$ cat config.mk
export PLATFORM = sky130hd
export DESIGN_NAME = wash_sequencer
export DESIGN_NICKNAME = d
export VERILOG_FILES = /design/src/rtl/wash_pkg.sv /design/src/rtl/wash_sequencer_tick_gen.sv /design/src/rtl/wash_sequencer.sv
export SDC_FILE = /design/constraint.sdc
export NUM_CORES = 1
export LEC_CHECK = 0
export ABC_AREA = 0
export CAP_MARGIN = 20
export CORE_MARGIN = 2
export CORE_UTILIZATION = 58
export CTS_CLUSTER_SIZE = 40
export DETAILED_ROUTE_END_ITERATION = 8
export GPL_TIMING_DRIVEN = 0
export PLACE_DENSITY = 0.78
export REMOVE_ABC_BUFFERS = 1
export SETUP_SLACK_MARGIN = 0.15
export SYNTH_ARGS = -nofsm -noshare
export SYNTH_HDL_FRONTEND = slang
export SYNTH_SLANG_ARGS = --single-unit
$ cat constraint.sdc
create_clock -name clk -period 3.1 [get_ports clk]
set_input_delay 0.62 -clock clk [delete_from_list [all_inputs] [get_ports clk]]
set_output_delay 0.62 -clock clk [all_outputs]
set_load 0.02 [all_outputs]
$ cat src/rtl/wash_pkg.sv
// Shared definitions for the wash sequencer: stage and mode encodings,
// the per-stage duration table and the stage/actuator helper functions.
package wash_pkg;

    typedef enum logic [2:0] {
        ST_IDLE  = 3'd0,
        ST_FILL  = 3'd1,
        ST_WASH  = 3'd2,
        ST_DRAIN = 3'd3,
        ST_RINSE = 3'd4,
        ST_SPIN  = 3'd5,
        ST_DONE  = 3'd6
    } stage_e;

    typedef enum logic [1:0] {
        MODE_SPIN   = 2'b00,
        MODE_SMALL  = 2'b01,
        MODE_MEDIUM = 2'b10,
        MODE_LARGE  = 2'b11
    } mode_e;

    typedef struct packed {
        logic water_in;
        logic water_out;
        logic motor;
        logic motor_fast;
    } act_t;

    // Stage durations in seconds.
    localparam logic [7:0] FILL_S         = 8'd3;
    localparam logic [7:0] DRAIN_S        = 8'd3;
    localparam logic [7:0] RINSE_S        = 8'd4;
    localparam logic [7:0] SPIN_S         = 8'd5;
    localparam logic [7:0] WASH_SMALL_S   = 8'd6;
    localparam logic [7:0] WASH_MEDIUM_S  = 8'd9;
    localparam logic [7:0] WASH_LARGE_S   = 8'd12;

    // Stages in which the program can be frozen by pause or an open door.
    function automatic logic is_active(input stage_e st);
        logic r;
        case (st)
            ST_FILL, ST_WASH, ST_DRAIN, ST_RINSE, ST_SPIN: r = 1'b1;
            default:                                       r = 1'b0;
        endcase
        return r;
    endfunction

    // Actuator enables a stage asserts when it is not frozen.
    function automatic act_t stage_actuators(input stage_e st);
        act_t a;
        a = '0;
        case (st)
            ST_FILL:           a.water_in  = 1'b1;
            ST_WASH, ST_RINSE: a.motor     = 1'b1;
            ST_DRAIN:          a.water_out = 1'b1;
            ST_SPIN: begin
                a.water_out  = 1'b1;
                a.motor      = 1'b1;
                a.motor_fast = 1'b1;
            end
            default:           a = '0;
        endcase
        return a;
    endfunction

    // Wash length depends on the load size latched at start.
    function automatic logic [7:0] wash_secs(input mode_e m);
        logic [7:0] r;
        case (m)
            MODE_MEDIUM: r = WASH_MEDIUM_S;
            MODE_LARGE:  r = WASH_LARGE_S;
            default:     r = WASH_SMALL_S;
        endcase
        return r;
    endfunction

    // Seconds loaded into remain_s when a stage is entered.
    function automatic logic [7:0] stage_secs(input stage_e st, input mode_e m,
                                              input logic [7:0] done_s);
        logic [7:0] r;
        case (st)
            ST_FILL:  r = FILL_S;
            ST_WASH:  r = wash_secs(m);
            ST_DRAIN: r = DRAIN_S;
            ST_RINSE: r = RINSE_S;
            ST_SPIN:  r = SPIN_S;
            ST_DONE:  r = done_s;
            default:  r = 8'd0;
        endcase
        return r;
    endfunction

    // Stage that follows when the current one runs out of time.
    // pass distinguishes the wash half from the rinse half of a program.
    function automatic stage_e next_stage(input stage_e st, input logic pass,
                                          input logic aborting);
        stage_e r;
        case (st)
            ST_FILL:           r = pass ? ST_RINSE : ST_WASH;
            ST_WASH, ST_RINSE: r = ST_DRAIN;
            ST_DRAIN:          r = aborting ? ST_IDLE : (pass ? ST_SPIN : ST_FILL);
            ST_SPIN:           r = ST_DONE;
            default:           r = ST_IDLE;
        endcase
        return r;
    endfunction

endpackage

$ cat src/rtl/wash_sequencer_tick_gen.sv
// One-second prescaler: counts 0..TICK_DIV-1 and pulses tick on the wrap.
// clr forces the count to zero so a fresh second starts on the next cycle;
// en low holds the count.
module tick_gen #(
    parameter int TICK_DIV = 100_000_000
) (
    input  logic clk,
    input  logic rst,
    input  logic clr,
    input  logic en,
    output logic tick
);

    localparam int CW = (TICK_DIV > 1) ? $clog2(TICK_DIV) : 1;
    localparam logic [CW-1:0] LAST = CW'(TICK_DIV - 1);

    logic [CW-1:0] count;

    assign tick = en && (count == LAST);

    // Prescaler count register with clear priority over enable.
    always_ff @(posedge clk or posedge rst) begin
        if (rst) begin
            count <= '0;
        end else if (clr) begin
            count <= '0;
        end else if (en) begin
            count <= tick ? '0 : count + 1'b1;
        end
    end

endmodule

$ cat src/rtl/wash_sequencer.sv
// Washing-machine program sequencer. Walks FILL/WASH/DRAIN/FILL/RINSE/DRAIN/
// SPIN/DONE (or SPIN/DONE for spin-only) on one-second ticks, freezes on
// pause or open door, and turns an abort into a draining exit to IDLE.
// Every output comes straight from a register; the stage output doubles as
// the FSM state for observation.
module wash_sequencer
    import wash_pkg::*;
#(
    parameter int TICK_DIV = 100_000_000,
    parameter int DONE_S   = 2
) (
    input  logic       clk,
    input  logic       rst,
    input  logic       start,
    input  logic       abort,
    input  logic       pause,
    input  logic       door_open,
    input  logic [1:0] mode,
    output logic       water_in,
    output logic       water_out,
    output logic       motor,
    output logic       motor_fast,
    output logic [2:0] stage,
    output logic [7:0] remain_s,
    output logic       busy,
    output logic       done,
    output logic       alarm
);

    localparam logic [7:0] DONE_SECS = 8'(DONE_S);

    stage_e     stage_q, stage_d;
    logic [7:0] remain_q, remain_d;
    logic       pass_q, pass_d;
    logic       aborting_q, aborting_d;
    mode_e      mode_q, mode_d;

    logic       frozen;
    logic       enter_stage;
    logic       tick;

    act_t       act_n;
    logic       frozen_n;

    tick_gen #(
        .TICK_DIV(TICK_DIV)
    ) u_tick (
        .clk  (clk),
        .rst  (rst),
        .clr  (enter_stage | frozen),
        .en   (~frozen),
        .tick (tick)
    );

    // Next-state logic: stage walk, remaining seconds, pass/abort flags.
    always_comb begin
        stage_d     = stage_q;
        remain_d    = remain_q;
        pass_d      = pass_q;
        aborting_d  = aborting_q;
        mode_d      = mode_q;
        enter_stage = 1'b0;
        frozen      = is_active(stage_q) && (pause || door_open);

        case (stage_q)
            ST_IDLE: begin
                // start wins over a simultaneous abort; a door left open blocks it.
                if (start && !door_open) begin
                    mode_d      = mode_e'(mode);
                    pass_d      = 1'b0;
                    aborting_d  = 1'b0;
                    enter_stage = 1'b1;
                    stage_d     = (mode_e'(mode) == MODE_SPIN) ? ST_SPIN : ST_FILL;
                    remain_d    = stage_secs(stage_d, mode_e'(mode), DONE_SECS);
                end
            end
            ST_DONE: begin
                if (tick) begin
                    if (remain_q == 8'd1) begin
                        stage_d     = ST_IDLE;
                        remain_d    = 8'd0;
                        pass_d      = 1'b0;
                        aborting_d  = 1'b0;
                        enter_stage = 1'b1;
                    end else begin
                        remain_d = remain_q - 8'd1;
                    end
                end
            end
            default: begin
                if (abort) begin
                    // Abort beats a coincident tick; an existing drain keeps its time.
                    aborting_d = 1'b1;
                    if (stage_q != ST_DRAIN) begin
                        stage_d     = ST_DRAIN;
                        remain_d    = DRAIN_S;
                        enter_stage = 1'b1;
                    end
                end else if (!frozen && tick) begin
                    if (remain_q == 8'd1) begin
                        stage_d     = next_stage(stage_q, pass_q, aborting_q);
                        remain_d    = stage_secs(stage_d, mode_q, DONE_SECS);
                        enter_stage = 1'b1;
                        if (stage_q == ST_DRAIN && !aborting_q && !pass_q) begin
                            pass_d = 1'b1;
                        end
                        if (stage_d == ST_IDLE) begin
                            pass_d     = 1'b0;
                            aborting_d = 1'b0;
                        end
                    end else begin
                        remain_d = remain_q - 8'd1;
                    end
                end
            end
        endcase
    end

    // Output decode from the upcoming stage, gated by the sensors seen now.
    always_comb begin
        act_n    = stage_actuators(stage_d);
        frozen_n = is_active(stage_d) && (pause || door_open);
        if (frozen_n) begin
            act_n = '0;
        end
    end

    // Sequencer state registers.
    always_ff @(posedge clk or posedge rst) begin
        if (rst) begin
            stage_q    <= ST_IDLE;
            remain_q   <= 8'd0;
            pass_q     <= 1'b0;
            aborting_q <= 1'b0;
            mode_q     <= MODE_SPIN;
        end else begin
            stage_q    <= stage_d;
            remain_q   <= remain_d;
            pass_q     <= pass_d;
            aborting_q <= aborting_d;
            mode_q     <= mode_d;
        end
    end

    // Registered actuator and status outputs.
    always_ff @(posedge clk or posedge rst) begin
        if (rst) begin
            water_in   <= 1'b0;
            water_out  <= 1'b0;
            motor      <= 1'b0;
            motor_fast <= 1'b0;
            busy       <= 1'b0;
            done       <= 1'b0;
            alarm      <= 1'b0;
        end else begin
            water_in   <= act_n.water_in;
            water_out  <= act_n.water_out;
            motor      <= act_n.motor;
            motor_fast <= act_n.motor_fast;
            busy       <= (stage_d != ST_IDLE);
            done       <= (stage_d == ST_DONE);
            alarm      <= door_open && is_active(stage_d);
        end
    end

    assign stage    = stage_q;
    assign remain_s = remain_q;

endmodule

# [Word-level counts from Yosys, hierarchy flattened]
# Cells that the tools add are included.
[classes] shifts=0 add_sub_neg=2 bitwise=2 n_mul=0 magnitude_cmp=0 div=0 eq_ne=37 n_reduce_logical=35 muxes=60
[ops] op="$mux W27" count=3
[ops] op="$mux W8" count=7
[ops] op="$mux W3" count=15
[ops] op="$pmux W4 S5" count=2
[ops] op="$eq A3 B3 Y1 const B" count=12
[ops] op="$add A27 B1 Y27 const B" count=1
[ops] op="$eq A27 B27 Y1 const B" count=1
[ops] op="$eq A3 B2 Y1 const B" count=8
[ops] op="$mux W1" count=24
[ops] op="$pmux W4 S2" count=2
[ops] op="$pmux W8 S2" count=1
[ops] op="$eq A3 B1 Y1 const B" count=4
[ops] op="$pmux W3 S4" count=1
[ops] op="$reduce_bool A4 Y1" count=3
[ops] op="$reduce_or A2 Y1" count=5
[ops] op="$reduce_or A5 Y1" count=2
[ops] op="$reduce_bool A3 Y1" count=3
[ops] op="$eq A2 B2 Y1 const B" count=4
[ops] op="$eq A8 B1 Y1 const B" count=1
[ops] op="$logic_and A1 B1 Y1" count=8
[ops] op="$sub A8 B1 Y8 const B" count=1
[ops] op="$reduce_and A7 Y1" count=1
[ops] op="$logic_not A3 Y1" count=2
[ops] op="$ne A2 B2 Y1 const B" count=3
[ops] op="17 further kinds" count=22
[word_totals] mem_bits_rw=0 latchBits=0 n_memories=0 in_bits=8 elab_cells=149 output_inout_bits=18 ff_bits=49 mem_bits_ro=0

# [Depth between registers and ports, before layout]
[logic_depth] depth_word=19 mapped_depth=9 depth_no_buf=8

# [Modules after synthesis]
# From an unflattened synthesis, not the netlist that was laid out.
[hier_totals] cells_unflattened=336 area_unflattened_um2=3119.2
[modules_own_cells] mod="tick_gen" instances=1 cells_each=164 seq_area_each_um2=675.6 area_each_um2=1606.5
[modules_own_cells] mod="wash_sequencer" instances=1 cells_each=172 seq_area_each_um2=550.5 area_each_um2=1512.7

# [Worst setup path before layout]
# OpenSTA, ideal clock, no wires.
[synth_timing] kind="reg-to-reg" start="reg remain_q[1] (netlist: remain_s[1])" end="reg motor" path_slack_ps=667 t_required_ps=3022 setup_ps=78 synth_period_minus_slack_ps=2433 path_stages_with_launch=9 n_path_buf=0 arrival_time_ps=2355 path_cell_list="dfrtp_1 inv_1 ha_1 nor4b_2 nand4bb_1 nor4_1 mux2_2 or4b_1 a21boi_1"
[synth_rtl] element="from (decl)" line_no="wash_sequencer.sv:33" text="logic [7:0] remain_q, remain_d;"
[synth_rtl] element="from (signal assigned)" line_no="wash_sequencer.sv:138" text="remain_q <= remain_d;"
[synth_rtl] element="to (signal assigned)" line_no="wash_sequencer.sv:158" text="motor <= act_n.motor;"
[synth_rtl] element="to (decl)" line_no="wash_sequencer.sv:21" text="output logic motor,"

# [Worst setup path in the final report]
[layout_timing] start="in door_open" end="reg remain_q[0] (netlist: remain_s[0])"
[layout_via] elab_chain_cells=7 elab_cells_between_ends=12 classes_between="eq/ne: 2; bitwise: 1; reduce/logical: 9"
[layout_rtl] element="from (decl)" line_no="wash_sequencer.sv:17" text="input logic door_open,"
[layout_rtl] element="$logic_or A1 B1 Y1" line_no="wash_sequencer.sv:63" text="frozen = is_active(stage_q) && (pause || door_open);"
[layout_rtl] element="$logic_and A1 B1 Y1" line_no="wash_sequencer.sv:63"
[layout_rtl] element="$not A1 Y1" line_no="wash_sequencer.sv:51" text=".en (~frozen),"
[layout_rtl] element="$logic_and A1 B1 Y1" line_no="wash_sequencer_tick_gen.sv:19" text="assign tick = en && (count == LAST);"
[layout_rtl] element="$logic_and A1 B1 Y1" line_no="wash_sequencer.sv:99" text="end else if (!frozen && tick) begin"
[layout_rtl] element="$reduce_bool A4 Y1 (no source line)"
[layout_rtl] element="$reduce_and A4 Y1 (no source line) (*)"
# Mark *: on every way between the ends. The rest lies on a longest branch, timed or not.
# A chain may end at the register's enable or synchronous reset.

==> results.md <==
* Status: complete, no violations
* Path type of the worst min-delay path: flip-flop to flip-flop
* YS warnings at 0
* Fin. Hold Viols at 0
* FP Rows at 25
* Fraction of layout cells with a size suffix above 1 at 0.0698
* CP Max Fanout at 12
* Crit path DAT at approximately 3000 ps
* ANT nets after route at 0
* Crit path capture type: flip-flop
* IO buf count at 25
* Area Overhead vs Synth at 14.3%
* Critical path class: primary input to flip-flop
* Clock period minus worst slack at 2770 ps
* Flops & latches, synth at 49
* Upper clock frequency limit at 361 MHz
* Vias in the first global route at 2173
* Met3 Usage GRT at 0.0434
* GR Layer Usage met1 at 0.338
* CP delay by family, top: compound AO/OA/AOI/OAI gates
* Vias per inst at 5.86
* Gr ovfl total at 0
* FF+latch area at around 1200 sq um
* CTS Root Cell: clkbuf_8
* Cells taking the most area after synthesis: dfrtp_1 43%, nor2_1 5.3%, xor2_1 4.3%
* CORE AREA at between 4000 and 5000 sq um
* DPL Wire Length at around 4300 microns
* Post-synthesis sequential area ratio at 0.426
* Placed Cells at roughly 400
* 1st-iter DRT viols at 139
* CP Cell Sequence: clkdlybuf4s50_1 > nor2_2 > o31ai_2 > or4_4 > a221o_1 > a2111oi_0 > a211oi_1
* Unrepaired setup endpoints after global routing: false
* Max-cap violation count at 0
* Gr usage total at 0.236
* I/O pin cnt at 26
* Area after DPL at 3170 sq um
* Post-Layout Cell Count at 411
* CTS Sinks at between 40 and 50
* Least-Margin Pin Slew at 869 ps
* DRT Pass-1 Iters at 4
* Placer Congestion at 0.935
* M2 GR Usage at 0.359
* First-pass GRT wire length at 10100 microns
* Hold buffer count at CTS at 0
* Area of the multi-input gates at 1530 sq um
* Antenna diode count at 0
* R2R setup slack at 400 ps
* Routed via count at 2407
* Die X-Extent at 74.5 microns
* CP Data Required Time at roughly 3300 ps
* Share of the synthesized area in the top cell type at 0.426
* Final Cycle Share at 0.894
* Async SR Flop Fraction at 1.00
* Syn Inst Count at 322
* Die Y at 74.5 microns
* VDD IR max at 0.409 mV
* CTS tree: yes
* # DRC at 0
* Ys flop type: dfrtp_1
* Cell Area, Synth at 2880 sq um
* Initial Utilization at 0.606
* Slew Limit Fails at 0
* Final clock skew at 4.76 ps
* Leading area contributor after synthesis: dfrtp_1
* Filler cell count at 405
* Setup Viol. Count Final at 0
* Reg clk slew, reported paths at 80 ps
* H-tree levels at 2
* Longest Clk Path Bufs at 2
* CP Buf/Inv Count at 1
* Crit-path slowest cell: or4_4
* Final WL at 5980 microns
* Initial antenna violation count at 0
* Routed wire per std cell at between 10 and 15 microns
* Crit start category: primary input
* # nets final at 354
* CTS Buf Count at 5
* Rel. slew slack at 0.419
* Die ar. at 5540 sq um
* Gr busiest metal: met2
* Setup TNS at 0 ps
* Pin count of the biggest net entering global routing at 33
* Leakage power at roughly 1.3 nW
* Distinct cells, synth at 57
* Pwr Density at 524 nW/um^2
* Worst skew pair latency at between 200 and 300 ps
* Avg Cell Area, Syn at 8.94 sq um
* Layout Utilization at 0.692
* Slowest Stage Delay on Critical Path at 530 ps
* Cell area after layout at 3290 sq um
* EDFF count, synth at 0
## area by class of cell
cell class / count / area share
inverter: 16 / 0.0183
clock inverter: 1 / 0.00913
multi-input combinational: 245 / 0.466
sequential: 49 / 0.373
tap: 67 / 0.0255
timing repair buffer: 26 / 0.0821
clock buffer: 7 / 0.0262
## through the flow
step | worst slack [ps] | power, mW | hold WS [ps]
after floorplan | 607 | 1.10 | 467
after global placement | -36.3 | 1.26 | 494
after detailed placement | -86.8 | 1.27 | 497
after CTS | 239 | 1.74 | 513
after global routing | 183 | 1.84 | 548
final | 329 | 1.73 | 512
## metal layers
layer / up-vias / wire, microns
met1: 1151 / 2810
met4: 0 / 147
met3: 16 / 220
li1: 1188 / -
met5: - / 0
met2: 52 / 2800
## registers in the layout (all words and copies together) (netlist names)
signal and cells:
mode_q 2, aborting_q 1, water_in 1, stage 3, alarm 1, water_out 1
u_tick.count 27, motor_fast 1, motor 1, busy 1, remain_s 8, pass_q 1
done 1
## synthesized netlist by cell type (3+ instances only)
cell	count
dfrtp_1	49
nor2_1	41
nand2_1	31
inv_1	16
a21oi_1	14
o21ai_0	14
xor2_1	14
nand3_1	11
xnor2_1	10
and3_1	9
clkbuf_1	9
nand4_1	8
nor3_1	8
o211ai_1	6
nand2b_1	5
nor4_1	5
a31oi_1	4
and2_1	4
nor2b_1	4
o21ai_1	4
or3_1	4
a211oi_1	3
and4_1	3
ha_1	3
mux2_2	3
nor3_2	3
## power by group
group	internal, mW	switching, mW	leakage (nW)	total [mW]
logic	0.211	0.289	0.641	0.500
registers	0.688	0.0741	0.646	0.762
clock network	0.263	0.200	0.0585	0.463
total	1.16	0.563	1.34	1.73
## what timing repair did
action | 4_1_cts | 5_1_grt
setup endpoints to repair | 0 | 3
gates resized for setup | 0 | 1
endpoints found under the hold margin | 0 | 0
setup buffers | 0 | 0
## cells in the final DEF, fill, tap and decap left out, drive strengths merged, types with 2 or more instances in the layout
cell type / synthesis / layout
inv: 16 / 16
a31oi: 4 / 4
nand2b: 6 / 6
nor4b: 2 / 2
a21oi: 14 / 14
xor2: 14 / 14
and3: 9 / 9
ha: 3 / 3
mux2: 4 / 4
or4: 3 / 3
nor4bb: 2 / 2
o32a: 2 / 2
clkbuf: 9 / 7
clkdlybuf4s50: 0 / 25
o21ai: 18 / 18
dfrtp: 49 / 49
xnor2: 10 / 10
o31ai: 3 / 3
nor3: 12 / 12
o211ai: 6 / 6
and2: 4 / 4
a211oi: 3 / 3
nor4: 5 / 5
or3: 4 / 4
and4: 3 / 3
nor2b: 4 / 4
nor2: 41 / 41
nand2: 31 / 31
nand4: 8 / 8
nand3: 11 / 11
o22ai: 2 / 2
## cell families (layout without fill, tap and decap cells)
group | count (synthesis) | in the layout | share of synthesized area
flops | 49 | 49 | 0.426
compound gates | 62 | 62 | 0.140
xor+xnor | 24 | 24 | 0.0730
mux | 5 | 5 | 0.0204
buf+inv | 28 | 50 | 0.0422
fa+ha+maj | 3 | 3 | 0.0130
simple gates | 151 | 151 | 0.286
## worst reg2reg max path, stage by stage, from the launching register on
cell and delay, ps:
dfrtp_1 620, nor3_4 340, o31ai_2 160, or4_4 530, a221o_1 500, a2111oi_0 340
a211oi_1 80
## worst paths after layout
path | depth (start not counted) | endpoint | startpoint
max | 7 | remain_s[0]$_DFFE_PP0P_ | door_open
min | 1 | mode_q[0]$_DFFE_PP0P_ | mode_q[0]$_DFFE_PP0P_
max reg2reg | 6 | remain_s[0]$_DFFE_PP0P_ | stage[0]$_DFF_PP0_
min reg2reg | 1 | mode_q[0]$_DFFE_PP0P_ | mode_q[0]$_DFFE_PP0P_
max in group asynchronous | 3 | mode_q[1]$_DFFE_PP0P_ | rst
min in group asynchronous | 2 | u_tick.count[4]$_DFFE_PP0P_ | rst
(Power assumes the default switching activity.)
